===== src/rtl/uart_rx_engine.sv =====
`timescale 1ns/1ps
// uart_rx_engine
// Receive half of the UART. Deserialises an asynchronous serial line framed as
// start / 7 or 8 data bits LSB-first / optional parity / stop, checks parity
// and stop, and holds the received byte for the host together with status flags.
//
// Ports:
//   clk_i      system clock
//   rst_ni     asynchronous active-low reset
//   rx_i       serial line, idle high (mark)
//   k_i        clocks per bit time (>= 4), stable while busy
//   eight_i    1 = 8 data bits, 0 = 7 data bits
//   pen_i      1 = parity bit present
//   ohel_i     parity sense when pen_i=1: 1 = odd, 0 = even
//   read_i     one-clock host read strobe; clears rxrdy and error flags
//   rx_data_o  received byte, right-justified (bit7 = 0 in 7-bit mode)
//   rxrdy_o    a new byte is valid
//   perr_o     parity error on the held byte
//   ferr_o     framing error (stop bit sampled 0)
//   ovf_o      overrun: new byte loaded while rxrdy was still set
//   busy_o     a frame is in progress
module uart_rx_engine #(
    parameter int unsigned BAUD_W = 19
) (
    input  logic              clk_i,
    input  logic              rst_ni,
    input  logic              rx_i,
    input  logic [BAUD_W-1:0] k_i,
    input  logic              eight_i,
    input  logic              pen_i,
    input  logic              ohel_i,
    input  logic              read_i,
    output logic [7:0]        rx_data_o,
    output logic              rxrdy_o,
    output logic              perr_o,
    output logic              ferr_o,
    output logic              ovf_o,
    output logic              busy_o
);

    typedef enum logic [1:0] {
        S_IDLE,
        S_START,
        S_DATA,
        S_LOAD
    } state_e;

    state_e            state_q;
    logic              sync1_q;
    logic              rxs_q;
    logic [BAUD_W-1:0] btc_q;
    logic [3:0]        bc_q;
    logic [9:0]        sr_q;
    logic [7:0]        rx_data_q;
    logic              rxrdy_q;
    logic              perr_q;
    logic              ferr_q;
    logic              ovf_q;

    logic [3:0]        n_d;
    logic [3:0]        bc_inc_d;
    logic [BAUD_W-1:0] half_k_d;
    logic [BAUD_W-1:0] kmax_d;
    logic [8:0]        word_d;
    logic [7:0]        data_d;
    logic              par_d;
    logic              exp_par_d;
    logic              stop_d;

    always_comb begin
        n_d       = 4'd8 + {3'b000, eight_i} + {3'b000, pen_i};
        bc_inc_d  = bc_q + 4'd1;
        half_k_d  = k_i >> 1;
        kmax_d    = k_i - BAUD_W'(1);
        // The stop bit is always the last sample, so it sits in sr_q[9]. Only
        // sr_q[8:0] is right-justified: any word bit that would come from
        // sr_q[9] is either the stop bit or a parity bit masked by pen_i=0.
        word_d    = sr_q[8:0] >> (4'd10 - n_d);
        data_d    = eight_i ? word_d[7:0] : {1'b0, word_d[6:0]};
        par_d     = eight_i ? word_d[8] : word_d[7];
        exp_par_d = ohel_i ? ~^data_d : ^data_d;
        stop_d    = sr_q[9];
    end

    always_ff @(posedge clk_i or negedge rst_ni) begin
        if (!rst_ni) begin
            state_q   <= S_IDLE;
            sync1_q   <= 1'b1;
            rxs_q     <= 1'b1;
            btc_q     <= '0;
            bc_q      <= '0;
            sr_q      <= '0;
            rx_data_q <= '0;
            rxrdy_q   <= 1'b0;
            perr_q    <= 1'b0;
            ferr_q    <= 1'b0;
            ovf_q     <= 1'b0;
        end else begin
            sync1_q <= rx_i;
            rxs_q   <= sync1_q;

            // A load in the same clock overrides these clears below.
            if (read_i) begin
                rxrdy_q <= 1'b0;
                perr_q  <= 1'b0;
                ferr_q  <= 1'b0;
                ovf_q   <= 1'b0;
            end

            // Magnitude compares (>=) keep the FSM moving even if k/framing
            // controls change mid-frame.
            case (state_q)
                S_IDLE: begin
                    if (!rxs_q) begin
                        state_q <= S_START;
                        btc_q   <= '0;
                    end
                end
                S_START: begin
                    if (btc_q >= half_k_d) begin
                        if (rxs_q) begin
                            state_q <= S_IDLE;
                        end else begin
                            state_q <= S_DATA;
                            btc_q   <= '0;
                            bc_q    <= '0;
                        end
                    end else begin
                        btc_q <= btc_q + BAUD_W'(1);
                    end
                end
                S_DATA: begin
                    if (btc_q >= kmax_d) begin
                        sr_q  <= {rxs_q, sr_q[9:1]};
                        btc_q <= '0;
                        bc_q  <= bc_inc_d;
                        if (bc_inc_d >= n_d) begin
                            state_q <= S_LOAD;
                        end
                    end else begin
                        btc_q <= btc_q + BAUD_W'(1);
                    end
                end
                S_LOAD: begin
                    rx_data_q <= data_d;
                    rxrdy_q   <= 1'b1;
                    perr_q    <= pen_i & (par_d != exp_par_d);
                    ferr_q    <= ~stop_d;
                    ovf_q     <= rxrdy_q & ~read_i;
                    state_q   <= S_IDLE;
                end
                default: state_q <= S_IDLE;
            endcase
        end
    end

    assign rx_data_o = rx_data_q;
    assign rxrdy_o   = rxrdy_q;
    assign perr_o    = perr_q;
    assign ferr_o    = ferr_q;
    assign ovf_o     = ovf_q;
    assign busy_o    = (state_q != S_IDLE);

endmodule

===== config.mk =====
export PLATFORM = sky130hd
export DESIGN_NAME = uart_rx_engine
export DESIGN_NICKNAME = d
export VERILOG_FILES = /design/src/rtl/uart_rx_engine.sv
export SDC_FILE = /design/constraint.sdc
export NUM_CORES = 1
export LEC_CHECK = 0
export ABC_CLOCK_PERIOD_IN_PS = 6200
export CORE_MARGIN = 3
export CORE_UTILIZATION = 55
export CTS_CLUSTER_DIAMETER = 30
export DETAILED_ROUTE_END_ITERATION = 10
export GPL_TIMING_DRIVEN = 0
export PLACE_DENSITY = 0.77
export SYNTH_ARGS = -nofsm -noshare
export SYNTH_HDL_FRONTEND = slang
export SYNTH_SLANG_ARGS = --single-unit

===== constraint.sdc =====
create_clock -name clk_i -period 6.2 [get_ports clk_i]
set_input_delay 0.62 -clock clk_i [delete_from_list [all_inputs] [get_ports clk_i]]
set_output_delay 0.62 -clock clk_i [all_outputs]
set_load 0.05 [all_outputs]

==> Word level (Yosys, flattened, before mapping) <==
Cells that the tools add are included.
{ "totals": {"register_bits": 49, "inputBits": 26, "word_cells": 66} }
{ "op_classes": {"add_sub_neg": 6, "n_lt_le_gt_ge": 3, "eq_ne": 9, "shift": 1, "mux": 22, "n_bitwise": 4, "n_reduce_logical": 10} }
{ "op_table": {"columns": ["operator", "count"], "rows": [
  ["$mux W19", 3],
  ["$pmux W19 S3", 1],
  ["$add A19 B1 Y19 const B", 1],
  ["$ge A19 B18 Y1", 1],
  ["$ge A19 B19 Y1", 1],
  ["$sub A19 B1 Y19 const B", 1],
  ["$mux W4", 3],
  ["$mux W2", 5],
  ["$ne A2 B2 Y1 const B", 5],
  ["$shr A9 B4 Y9", 1],
  ["$mux W8", 1],
  ["$pmux W2 S4", 1],
  ["$pmux W4 S2", 1],
  ["$reduce_and A4 Y1", 2],
  ["$reduce_xnor A8 Y1", 1],
  ["$reduce_xor A8 Y1", 1],
  ["$mux W1", 7],
  ["$reduce_bool A2 Y1", 3],
  ["$add A4 B1 Y4", 1],
  ["$add A4 B1 Y4 const A", 1],
  ["$add A4 B1 Y4 const B", 1],
  ["$eq A2 B2 Y1 const B", 2],
  ["$ge A4 B4 Y1", 1],
  ["$sub A4 B4 Y4 const A", 1],
  ["other kinds (7)", 9]
]} }

==> Logic depth before layout (Yosys ltp) <==
Gate-level depths: netlist of run 1.
{ "depth": {"depth_word": 10, "mapped_depth": 17, "ltp_nobuf": 15} }

==> Worst setup path before layout of run 1 <==
OpenSTA, ideal clock, no wires.
{ "synth_path": {"path_kind": "input port to flip-flop", "start": "input k_i[0]", "end": "register bc_q[3]", "setup_time_ps": 131, "arrival_time_ps": 3419, "required_time_ps": 6069, "slack_ps": 2650, "path_stages": 15, "path_buffers": 1, "cell_sequence": "nor3_1 > nand2_1 > or3_1 > nor3_1 > xnor2_1 > ha_1 > nand4_1 > nor4_1 > o2111ai_1 > o211a_1 > nand2_1 > o2bb2ai_1 > buf_2 > nor4_1 > or3b_1"} }
{ "synth_via": {"elab_chain_cells": 4} }
{ "synth_lines": {"columns": ["item", "line_no", "rtl"], "rows": [
  ["from (decl)", "28", "input logic [BAUD_W-1:0] k_i,"],
  ["$sub A19 B1 Y19", "74", "kmax_d = k_i - BAUD_W'(1);"],
  ["$ge A19 B19 Y1", "133", "if (btc_q >= kmax_d) begin"],
  ["$ne A2 B2 Y1 (no line)", null, null],
  ["$reduce_and A4 Y1 (no line)", null, null],
  ["to (signal assigned)", "136", "bc_q <= bc_inc_d;"],
  ["to (decl)", "52", "logic [3:0] bc_q;"]
]} }
Every way passes these cells.
A chain may end at the register's enable or synchronous reset.

==> Worst setup path in the final report of run 1 <==
{ "layout_path": {"start": "input k_i[1]", "end": "register btc_q[6]"} }
{ "layout_via": {"elab_chain_cells": 4, "elab_cells_between_ends": 6} }
{ "layout_lines": {"columns": ["item", "line_no", "rtl"], "rows": [
  ["$sub A19 B1 Y19", "74", null],
  ["$ge A19 B19 Y1", "133", null],
  ["$mux W19", "133", null],
  ["$pmux W19 S3 *", "112", "case (state_q)"],
  ["to (signal assigned)", "129", "btc_q <= btc_q + BAUD_W'(1);"],
  ["to (signal assigned)", "141", "btc_q <= btc_q + BAUD_W'(1);"],
  ["to (decl)", "51", "logic [BAUD_W-1:0] btc_q;"]
]} }
Every way passes the cells marked *; elsewhere a longest branch is shown, timed or not.

==> key figures, run 1 <==
Outcome
  • Status: completed

Worst setup path
  • R2R cell count: 10
  • CP Launch Type: primary input
  • Reg-to-reg slack, setup: 3.24 ns
  • Max incr delay on CP: 0.52 ns
  • Slowest cell on crit path: nor3_1
  • CP Class: primary input to flip-flop
  • Reg2reg start: btc_q[6]$_DFFE_PN0P_
  • Req. time, crit path: 6.36 ns
  • Worst-path fanout max: 10
  • R2r endpoint: btc_q[6]$_DFFE_PN0P_
  • Worst path cell trace: clkdlybuf4s50_1 > nor3_1 > nand2_1 > or3_1 > nor3_1 > xnor2_1 > ha_1 > nand4_1 > nor4_1 > o2111ai_1 > o211a_1 > nand2_1 > o2bb2ai_1 > nand2_1 > clkbuf_1 > o211ai_1
  • CP arrival: 4.68 ns
  • Most used cell, CP: nand2_1
  • CP endpoint kind: flip-flop

Cells and area
  • # nets final: 559
  • Most common cell after layout, fill and taps aside: ha_1
  • Post-Layout Inst Area: 4526 µm²
  • Layout area overhead: 15.37%
  • Ratio of cells with drive above 1 in the final layout: 7.851%
  • Fillers: 579
  • Most frequent cells in the layout: ha_1, dfrtp_1, inv_1, nand2_1, clkdlybuf4s50_1
  • Fin util: 65.88%
  • Antenna cell count: 0
  • Final std cells w/o fill: 580

Floorplan
  • Row count: 30
  • Die X: 90.45 µm
  • Die Y: 90.45 µm
  • Starting density of the core: 57.10%
  • Core area: 6869 µm²
  • DIE AREA: 8181 µm²
  • IO Count: 39

Pwr
  • Reg power frac: 33.5%
  • Share of power burned in the clock network: 16.1%
  • Sw Share: 46.20%
  • Peak supply drop: 0.1467 mV
  • P_sw: 0.5414 mW
  • Pwr dens: 258.9 nW/µm²
  • Lkg Pwr: 2.072 nW
  • P_int: 0.6304 mW
  • Total power: 1.172 mW
  • Comb pwr share: 50.4%

Clocking
  • Worst-skew pair later-pin latency: 0.30 ns
  • CTS root buffer: clkbuf_8
  • H-tree Lvls: 2
  • Post-CTS Hold Fix Bufs: 0
  • Num Clock Sinks: 49
  • Worst-path clk slew: 0.09 ns
  • # resized after CTS: 0
  • CTS tree: yes
  • CTS Buf Count: 5
  • Clk buf depth: 2
  • Post-CTS Setup Bufs: 0

Routing
  • DR DRC count: 0
  • Iter 0 DRT Violations: 144
  • Routed wire length: 8483 µm
  • Antenna Nets Post-Route: 0
  • 1st-pass router iterations: 4
  • WL/cell: 14.63 µm
  • Vias: 3394
  • DR vias/cell: 5.852

Synthesis
  • Area leader, netlist: dfrtp_1
  • Seq/Total Area, Yosys: 31.32%
  • Multiplexer area fraction after synthesis: 6.667%
  • FFs w/ async S/R, synth: 100.0%
  • Simple-gate share of the synthesized area: 17.80%
  • Synthesized netlist cell count: 437
  • Post-synth EDFFs: 0
  • Syn nets: 513
  • Ys flop type: dfrtp_1
  • Largest cells by area after synthesis: dfrtp_1, ha_1, xnor2_1, mux2_2, inv_1
  • Top cell type's share of synthesized area: 29.98%
  • Mean area per synthesized cell: 8.976 µm²
  • Post-synthesis cell area: 3923 µm²
  • Main combinational cell family by area after synthesis: simple AND/OR/NAND/NOR gates
  • #FFs+latches synth: 49
  • Distinct cell type count after synthesis: 51
  • Adder-Cell Fraction of Synth Area: 15.95%
  • YS warnings: 0
  • Synth Area in XOR/XNOR: 6.029%
  • Compound-Gate Fraction of Synth Area: 16.91%

Placed design
  • Area post-placement: 4438 µm²
  • Hpwl dp: 6763 µm
  • Pre-CTS WS: 1.319 ns
  • DP Cell Count: 572
  • Placer Congestion: 0.8292
  • Port Buffer Count: 38

Job
  • Max-cap violations: 0

GRT
  • Wire length of the first global-routing pass: 14500 µm
  • Vias in the first global route: 3199
  • Grt total ovfl: 0
  • Initial antenna violation count: 0
  • All-Layer GR Usage: 21.27%
  • Largest net degree at the start of global routing: 40

Timing
  • Slew @ Worst Pin: 0.6355 ns
  • Max Clk Rate: 221.5 MHz
  • Total Neg Setup Slack: 0 ns
  • WHS: 0.1856 ns
  • Final Hold Vio Count: 0
  • Max_slew headroom: 57.47%
  • Setup violations, final: 0
  • Post-layout minimum cycle time: 4.514 ns
  • Final slew viol count: 0
  • Clock skew: 0.004120 ns
  • Final setup margin: 1.686 ns
  • RSZ-0062 raised after global routing: no
  • Period utilisation layout: 72.81%

Hold path
  • Hold Path Class: primary input to async pin
==> kinds of logic (layout without fill, tap and decap cells) <==
logic type | count (synthesis) | count (layout)
simple gates | 138 | 138
compound gates | 97 | 97
buf+inv | 52 | 99
fa+ha+maj | 50 | 50
flops | 49 | 49
xor+xnor | 27 | 27
mux | 24 | 24
==> critical path, delay by kind of cell <==
kind	cells	cell delay [ns]
xor gates and xnor gates	1	0.09
and+or+nand+nor	8	2.11
AOI/OAI and AO/OA	4	0.64
buffers and inverters	2	0.89
adders and majority gates	1	0.32
==> cell type report <==
type / instances / area, µm² / area share (%)
clock buffer: 6 / 72.57 / 1.604
sequential: 49 / 1229 / 27.15
buffer: 11 / 55.05 / 1.216
inverter: 41 / 153.9 / 3.401
multi-input combinational: 336 / 2485 / 54.91
timing repair buffer: 39 / 395.4 / 8.737
tap: 96 / 120.1 / 2.654
clock inverter: 2 / 15.01 / 0.3318
==> how the worst max path moves through the flow <==
stage	endpoint	depth (start not counted)	from	slack, ns
3_5_place_dp	btc_q[6]$_DFFE_PN0P_	16	k_i[1]	1.32
4_1_cts	btc_q[6]$_DFFE_PN0P_	16	k_i[1]	1.63
3_3_place_gp	btc_q[4]$_DFFE_PN0P_	16	k_i[1]	1.42
2_1_floorplan	bc_q[3]$_DFFE_PN0P_	15	k_i[0]	2.65
5_1_grt	btc_q[6]$_DFFE_PN0P_	16	k_i[1]	1.35
6_report	btc_q[6]$_DFFE_PN0P_	16	k_i[1]	1.69
==> cell usage after synthesis (all sizes together) (3+ instances only) <==
| master | number |
|---|---|
| mux2 | 17 |
| nor4 | 6 |
| a31oi | 5 |
| o21ai | 25 |
| a221oi | 4 |
| ha | 50 |
| o31ai | 3 |
| a21oi | 19 |
| mux2i | 7 |
| nor2 | 22 |
| dfrtp | 47 |
| buf | 6 |
| nand2 | 37 |
| and3 | 9 |
| nand4 | 19 |
| inv | 41 |
| o311ai | 9 |
| o22ai | 3 |
| nand2b | 5 |
| nor2b | 3 |
| nand3 | 17 |
| a211oi | 4 |
| clkbuf | 5 |
| xnor2 | 24 |
| nor3 | 9 |
| xor2 | 3 |
| a21o | 10 |
==> power groups by stage <==
stage / registers [mW] / logic [mW] / clock network [mW]
floorplan: 0.477 / 0.319 / 0
global placement: 0.396 / 0.577 / 0
detailed placement: 0.399 / 0.590 / 0
CTS: 0.393 / 0.591 / 0.194
global route: 0.400 / 0.649 / 0.206
finish: 0.393 / 0.591 / 0.188
==> flip-flops by register name, summed over array words and instances (netlist names), named ones only <==
register	flops
btc_q	19
sr_q	10
rx_data_o	8
bc_q	4
ferr_o	1
ovf_o	1
perr_o	1
rxrdy_o	1
rxs_q	1
state_q	1
sync1_q	1
==> routing by layer <==
metal  wire length (µm)  global-route usage (%)  vias up
li1                   -                       -     1704
met2               4308                   38.52       79
met1               3716                   26.18     1603
met5                  0                       0        -
met4                104                   6.633        0
met3                353                   2.750        8
Power figures use the tool's default switching activity.
==> inputs of run 2 (changes only) <==
ABC_CLOCK_PERIOD_IN_PS = 4000   (was 6200)
CORE_UTILIZATION = 53   (was 55)
PLACE_DENSITY = 0.78   (was 0.77)
clock period = 4 ns   (was 6.2 ns; I/O delays follow)
==> run 2 against run 1 <==
Total power is 59% higher; worst hold slack got worse by 0.17 ns; sequential cell count unchanged; non-clock buffer count unchanged; worst setup slack got worse by 1.5 ns; via count up 0.94%; routed wire length grew 4.1%; clock-buffer cell count is the same; sequential power increased by 55%; die area increased by 3.5%; highest routed layer unchanged.
==> key figures, run 2 (synthesis gave the netlist of run 1 again) <==
Worst setup path
  • Crit path max-delay family: simple AND/OR/NAND/NOR gates (unchanged)
  • R2R cell count: 9 (was 10)
  • Max incr delay on CP: 0.42 ns (was 0.52 ns)
  • Reg2reg start: btc_q[1]$_DFFE_PN0P_ (was btc_q[6]$_DFFE_PN0P_)
  • CP bufs+invs: 4 (was 2)
  • Worst-path fanout max: 10 (unchanged)
  • CP Class: primary input to flip-flop (unchanged)
  • Slowest cell on crit path: clkdlybuf4s50_1 (was nor3_1)
  • Worst path cell trace: clkdlybuf4s50_1 > inv_1 > and4_1 > nand2_1 > or3_4 > nor3_2 > xnor2_1 > ha_1 > nand4_1 > nor4_2 > o2111ai_1 > o211a_1 > nand2_1 > o2bb2ai_2 > buf_4 > buf_2 > o21ai_0 > o31ai_1 (was clkdlybuf4s50_1 > nor3_1 > nand2_1 > or3_1 > nor3_1 > xnor2_1 > ha_1 > nand4_1 > nor4_1 > o2111ai_1 > o211a_1 > nand2_1 > o2bb2ai_1 > nand2_1 > clkbuf_1 > o211ai_1)
  • CP endpoint kind: flip-flop (unchanged)
  • Critical Path Start: k_i[5] (was k_i[1])
  • Most used cell, CP: nand2_1 (unchanged)
  • Reg-to-reg slack, setup: 1.13 ns (was 3.24 ns)
  • CP arrival: 4.01 ns (was 4.68 ns)
  • CP Launch Type: primary input (unchanged)
  • Req. time, crit path: 4.17 ns (was 6.36 ns)
  • R2r endpoint: btc_q[14]$_DFFE_PN0P_ (was btc_q[6]$_DFFE_PN0P_)

Pwr
  • P_int: 0.9957 mW (was 0.6304 mW)
  • Pwr dens: 406.5 nW/µm² (was 258.9 nW/µm²)
  • Lkg Pwr: 2.102 nW (was 2.072 nW)
  • Share of power burned in the clock network: 16.0% (was 16.1%)
  • Comb pwr share: 51.2% (was 50.4%)
  • Reg power frac: 32.8% (was 33.5%)
  • P_sw: 0.8651 mW (was 0.5414 mW)
  • Sw Share: 46.49% (was 46.20%)
  • Peak supply drop: 0.1702 mV (was 0.1467 mV)

Cells and area
  • Antenna cell count: 0 (unchanged)
  • Ratio of cells with drive above 1 in the final layout: 9.504% (was 7.851%)
  • Most common cell after layout, fill and taps aside: ha_1 (unchanged)
  • Max FFs per register: 19 (unchanged)
  • Post-Layout Inst Area: 4578 µm² (was 4526 µm²)
  • Fin util: 65.57% (was 65.88%)
  • Register area: 1229 µm² (unchanged)
  • Most frequent cells in the layout: ha_1, dfrtp_1, inv_1, nand2_1, clkdlybuf4s50_1 (unchanged)
  • Area of the multi-input gates: 2524 µm² (was 2485 µm²)
  • Layout area overhead: 16.71% (was 15.37%)
  • Final std cells w/o fill: 580 (unchanged)
  • # nets final: 559 (unchanged)
  • Fillers: 589 (was 579)
  • Biggest register: btc_q (unchanged)

Timing
  • Max_slew headroom: 56.86% (was 57.47%)
  • Max Clk Rate: 261.0 MHz
  • Period utilisation layout: 95.80%
  • Final Hold Vio Count: 0 (unchanged)
  • Clock skew: 0.004743 ns (was 0.004120 ns)
  • Slew @ Worst Pin: 0.6447 ns (was 0.6355 ns)
  • Setup violations, final: 0 (unchanged)
  • Final slew viol count: 0 (unchanged)
  • Post-layout minimum cycle time: 3.832 ns
  • WHS: 0.01769 ns (was 0.1856 ns)

Routing
  • DR vias/cell: 5.907 (was 5.852)
  • Iter 0 DRT Violations: 142 (was 144)
  • 1st-pass router iterations: 4 (unchanged)
  • Routed wire length: 8832 µm (was 8483 µm)
  • DR DRC count: 0 (unchanged)
  • Antenna Nets Post-Route: 0 (unchanged)
  • Vias: 3426 (was 3394)
  • WL/cell: 15.23 µm (was 14.63 µm)

Job
  • Max-cap violations: 0 (unchanged)

Placed design
  • Port Buffer Count: 38 (unchanged)
  • Area post-placement: 4438 µm² (unchanged)
  • DP Cell Count: 572 (unchanged)
  • Hpwl dp: 6937 µm (was 6763 µm)
  • Placer Congestion: 0.8457 (was 0.8292)

Clocking
  • Clk buf depth: 2 (unchanged)
  • Worst-path clk slew: 0.09 ns (about the same)
  • CTS tree: yes (unchanged)
  • CTS root buffer: clkbuf_8 (unchanged)
  • Post-CTS Hold Fix Bufs: 0 (unchanged)
  • H-tree Lvls: 2 (unchanged)
  • Worst-skew pair later-pin latency: 0.30 ns (about the same)
  • Post-CTS Setup Bufs: 0 (unchanged)
  • Num Clock Sinks: 49 (unchanged)
  • CTS Buf Count: 5 (unchanged)

Floorplan
  • DIE AREA: 8470 µm² (was 8181 µm²)
  • Die Y: 92.03 µm (was 90.45 µm)
  • Die X: 92.03 µm (was 90.45 µm)
  • Starting density of the core: 56.18% (was 57.10%)
  • IO Count: 39 (unchanged)
  • Core area: 6982 µm² (was 6869 µm²)
  • Row count: 30 (unchanged)

GRT
  • Vias in the first global route: 3340 (was 3199)
  • Wire length of the first global-routing pass: 14840 µm (was 14500 µm)
  • Grt total ovfl: 0 (unchanged)
  • Largest net degree at the start of global routing: 34 (was 40)
  • Initial antenna violation count: 0 (unchanged)
  • All-Layer GR Usage: 21.29% (was 21.27%)

Hold path
  • Hold Path Class: primary input to async pin (unchanged)

Outcome
  • Status: completed (unchanged)
-- run 2: cell count changes in the layout (fill, tap and decap cells not counted), sizes merged --
cell and delta:
dlymetal6s2s +2, clkdlybuf4s50 -2, clkbuf +1, buf -1
-- run 2: timing repair --
item                                   in CTS  in global routing
pin swaps                                   0                  1
setup endpoints to repair                  24                 35
gates resized for setup                     6                  8
endpoints found under the hold margin       0                  0
-- run 2: worst max path at each step --
stage / end / slack [ns] / cells past startpoint
2_1_floorplan: bc_q[3]$_DFFE_PN0P_ / 0.67 / 15
3_3_place_gp: btc_q[16]$_DFFE_PN0P_ / -0.55 / 16
3_5_place_dp: btc_q[16]$_DFFE_PN0P_ / -0.54 / 16
4_1_cts: bc_q[0]$_DFFE_PN0P_ / 0.008 / 18
5_1_grt: bc_q[0]$_DFFE_PN0P_ / -0.08 / 18
6_report: bc_q[0]$_DFFE_PN0P_ / 0.17 / 18
-- run 2: area by class of cell --
type / count / area share (%)
plain buffers: 11 / 1.394
flip-flops and latches: 49 / 26.84
inverters: 41 / 3.362
well taps: 96 / 2.624
multi-input cells: 336 / 55.12
clock inverters: 2 / 0.3280
repair buffers: 39 / 8.746
clock buffers: 6 / 1.585
-- run 2: per-layer routing --
layer	share of wire (%)	GRT usage, %
met1	44	25.80
met2	52	39.66
met3	2.9	2.461
met4	0.38	5.693
met5	0	0
-- run 2: power groups by stage --
stage               clock [mW]  combinational [mW]  sequential, mW
CTS                      0.304               0.943           0.610
global placement             0               0.893           0.614
global route             0.318                1.04           0.621
finish                   0.298               0.953           0.610
floorplan                    0               0.494           0.739
detailed placement           0               0.919           0.620
-- run 2: metrics by stage --
| step | power, mW | setup TNS [ns] | setup WS (ns) |
|---|---|---|---|
| finish | 1.861 | 0 | 0.1681 |
| global route | 1.977 | -0.4744 | -0.07879 |
| CTS | 1.857 | 0 | 0.008343 |
| detailed placement | 1.540 | -13.21 | -0.5408 |
| global placement | 1.507 | -12.91 | -0.5458 |
| floorplan | 1.233 | 0 | 0.6697 |
==> inputs of run 3 (changes only) <==
PLACE_DENSITY = default   (was 0.78)
PLACE_DENSITY_LB_ADDON = 0.2   (was default)
==> run 3 against run 2 <==
Sequential cell count unchanged; utilization is 1.1 points higher; register-to-register slack worse by 0.09 ns; non-clock buffer count rose by 1.
==> key figures, run 3 (synthesis gave the netlist of run 1 again) <==
Floorplan
  • Starting density of the core: 56.18% (unchanged)
  • Row count: 30 (unchanged)
  • DIE AREA: 8470 µm² (unchanged)
  • Die X: 92.03 µm (unchanged)
  • Die Y: 92.03 µm (unchanged)
  • IO Count: 39 (unchanged)
  • Core area: 6982 µm² (unchanged)

Worst setup path
  • CP endpoint kind: flip-flop (unchanged)
  • Req. time, crit path: 4.19 ns (was 4.17 ns)
  • Critical Path Start: k_i[5] (unchanged)
  • CP arrival: 4.01 ns (about the same)
  • Reg2reg start: btc_q[6]$_DFFE_PN0P_ (was btc_q[1]$_DFFE_PN0P_)
  • CP Launch Type: primary input (unchanged)
  • Slowest cell on crit path: clkdlybuf4s50_1 (unchanged)
  • Worst path cell trace: clkdlybuf4s50_1 > inv_1 > and4_2 > nand2_1 > or3_4 > nor3_2 > xnor2_1 > ha_1 > nand4_1 > nor4_4 > o2111ai_1 > o211a_1 > nand2_1 > o2bb2ai_4 > buf_6 > o21ai_0 > or3b_1 (was clkdlybuf4s50_1 > inv_1 > and4_1 > nand2_1 > or3_4 > nor3_2 > xnor2_1 > ha_1 > nand4_1 > nor4_2 > o2111ai_1 > o211a_1 > nand2_1 > o2bb2ai_2 > buf_4 > buf_2 > o21ai_0 > o31ai_1)
  • Most used cell, CP: nand2_1 (unchanged)
  • Max incr delay on CP: 0.42 ns (about the same)
  • CP Class: primary input to flip-flop (unchanged)
  • Worst-path fanout max: 10 (unchanged)

Cells and area
  • Layout area overhead: 18.72% (was 16.71%)
  • Antenna cell count: 0 (unchanged)
  • Ratio of cells with drive above 1 in the final layout: 10.72% (was 9.504%)
  • Biggest register: btc_q (unchanged)
  • # nets final: 560 (was 559)
  • Most common cell after layout, fill and taps aside: ha_1 (unchanged)
  • Most frequent cells in the layout: ha_1, dfrtp_1, inv_1, nand2_1, clkdlybuf4s50_1 (unchanged)
  • Max FFs per register: 19 (unchanged)

GRT
  • Grt total ovfl: 0 (unchanged)
  • Wire length of the first global-routing pass: 15000 µm (was 14840 µm)
  • Vias in the first global route: 3291 (was 3340)
  • Largest net degree at the start of global routing: 34 (unchanged)
  • Initial antenna violation count: 0 (unchanged)
  • All-Layer GR Usage: 21.65% (was 21.29%)

Clocking
  • CTS root buffer: clkbuf_8 (unchanged)
  • CTS tree: yes (unchanged)
  • Clk buf depth: 2 (unchanged)
  • H-tree Lvls: 2 (unchanged)
  • Worst-path clk slew: 0.10 ns (was 0.09 ns)
  • Post-CTS Hold Fix Bufs: 0 (unchanged)
  • CTS Buf Count: 5 (unchanged)
  • Num Clock Sinks: 49 (unchanged)
  • Worst-skew pair later-pin latency: 0.31 ns (was 0.30 ns)

Placed design
  • Pre-CTS WS: -0.7829 ns (was -0.5408 ns)
  • Port Buffer Count: 38 (unchanged)
  • Placer Congestion: 0.8195 (was 0.8457)
  • Hpwl dp: 6822 µm (was 6937 µm)

Timing
  • Total Neg Setup Slack: 0 ns (unchanged)
  • WHS: 0.008567 ns (was 0.01769 ns)
  • Slew @ Worst Pin: 0.6554 ns (was 0.6447 ns)
  • RSZ-0062 raised after global routing: no
  • Period utilisation layout: 95.31% (was 95.80%)
  • Final setup margin: 0.1877 ns (was 0.1681 ns)
  • Max_slew headroom: 56.15% (was 56.86%)
  • Final Hold Vio Count: 0 (unchanged)
  • Final slew viol count: 0 (unchanged)
  • Clock skew: 0.01604 ns (was 0.004743 ns)
  • Max Clk Rate: 262.3 MHz (was 261.0 MHz)
  • Setup violations, final: 0 (unchanged)
  • Post-layout minimum cycle time: 3.812 ns (was 3.832 ns)

Routing
  • Antenna Nets Post-Route: 0 (unchanged)
  • Vias: 3463 (was 3426)
  • WL/cell: 15.18 µm (was 15.23 µm)
  • DR DRC count: 0 (unchanged)
  • 1st-pass router iterations: 5 (was 4)
  • DR vias/cell: 5.960 (was 5.907)
  • Routed wire length: 8817 µm (was 8832 µm)
  • Iter 0 DRT Violations: 125 (was 142)

Pwr
  • Lkg Pwr: 2.150 nW (was 2.102 nW)
  • Peak supply drop: 0.2099 mV (was 0.1702 mV)
  • Pwr dens: 416.7 nW/µm² (was 406.5 nW/µm²)

Job
  • Max-cap violations: 0 (unchanged)

Hold path
  • Hold Path Class: primary input to async pin (unchanged)

Outcome
  • Status: completed (unchanged)
==> run 3: timing repair <==
item                                   4_1_cts  5_1_grt
pin swaps                                    1        5
buffers inserted                             0        1
setup endpoints to repair                   35       27
resized for setup                           13       10
endpoints found under the hold margin        0        0
==> run 3: per-layer routing <==
metal	vias to the layer above	part of all wire [%]	wire length (µm)	global-route usage (%)
met5	-	0	0	0
met4	0	1.1	97	4.950
met3	11	4.3	379	2.707
met2	98	51	4496	38.44
met1	1655	44	3844	28.05
li1	1699	-	-	-
==> run 3: cell type report <==
class,count,area (µm²)
clock inverter,3,43.79
buffer,11,70.07
fill,575,2325
multi-input combinational,336,2564
tap,96,120.1
inverter,41,153.9
sequential,49,1229
clock buffer,5,68.82
timing repair buffer,40,407.9
==> run 3: path summary, 6_finish.rpt <==
kind	to	slack, ns	cells after the start
worst min-delay path	btc_q[12]$_DFFE_PN0P_	0.009	1
worst max register to register	btc_q[8]$_DFFE_PN0P_	1.04	10
worst min register to register	rxs_q$_DFF_PN1_	0.35	0
worst max-delay path	bc_q[3]$_DFFE_PN0P_	0.19	17
min in group clk_i	rxs_q$_DFF_PN1_	0.35	0
max in group asynchronous	sync1_q$_DFF_PN1_	3.41	2
==> run 3: worst max-delay path: cells and delay by family <==
| family | cells | cell delay [ns] |
|---|---|---|
| buffers and inverters | 3 | 0.71 |
| XOR/XNOR | 1 | 0.09 |
| AO/OA/AOI/OAI | 4 | 0.58 |
| AND/OR/NAND/NOR | 8 | 1.90 |
| adder cells (fa/ha/maj) | 1 | 0.33 |
==> run 3: stage by stage <==
stage               utilization [%]  instance area, µm²  cells  power [mW]
CTS                           65.97                4606    580       1.915
finish                        66.70                4657    581       1.941
detailed placement            63.57                4438    572       1.527
global route                  66.70                4657    581       2.066
global placement              63.35                4423    571       1.512
floorplan                         -                3923    437       1.233
==> run 3: where the power goes <==
part,leakage (nW),internal (mW),switching [mW]
Clock,0.0585,0.188,0.178
Combinational,1.43,0.336,0.632
Sequential,0.666,0.555,0.0533
Total,2.15,1.08,0.862
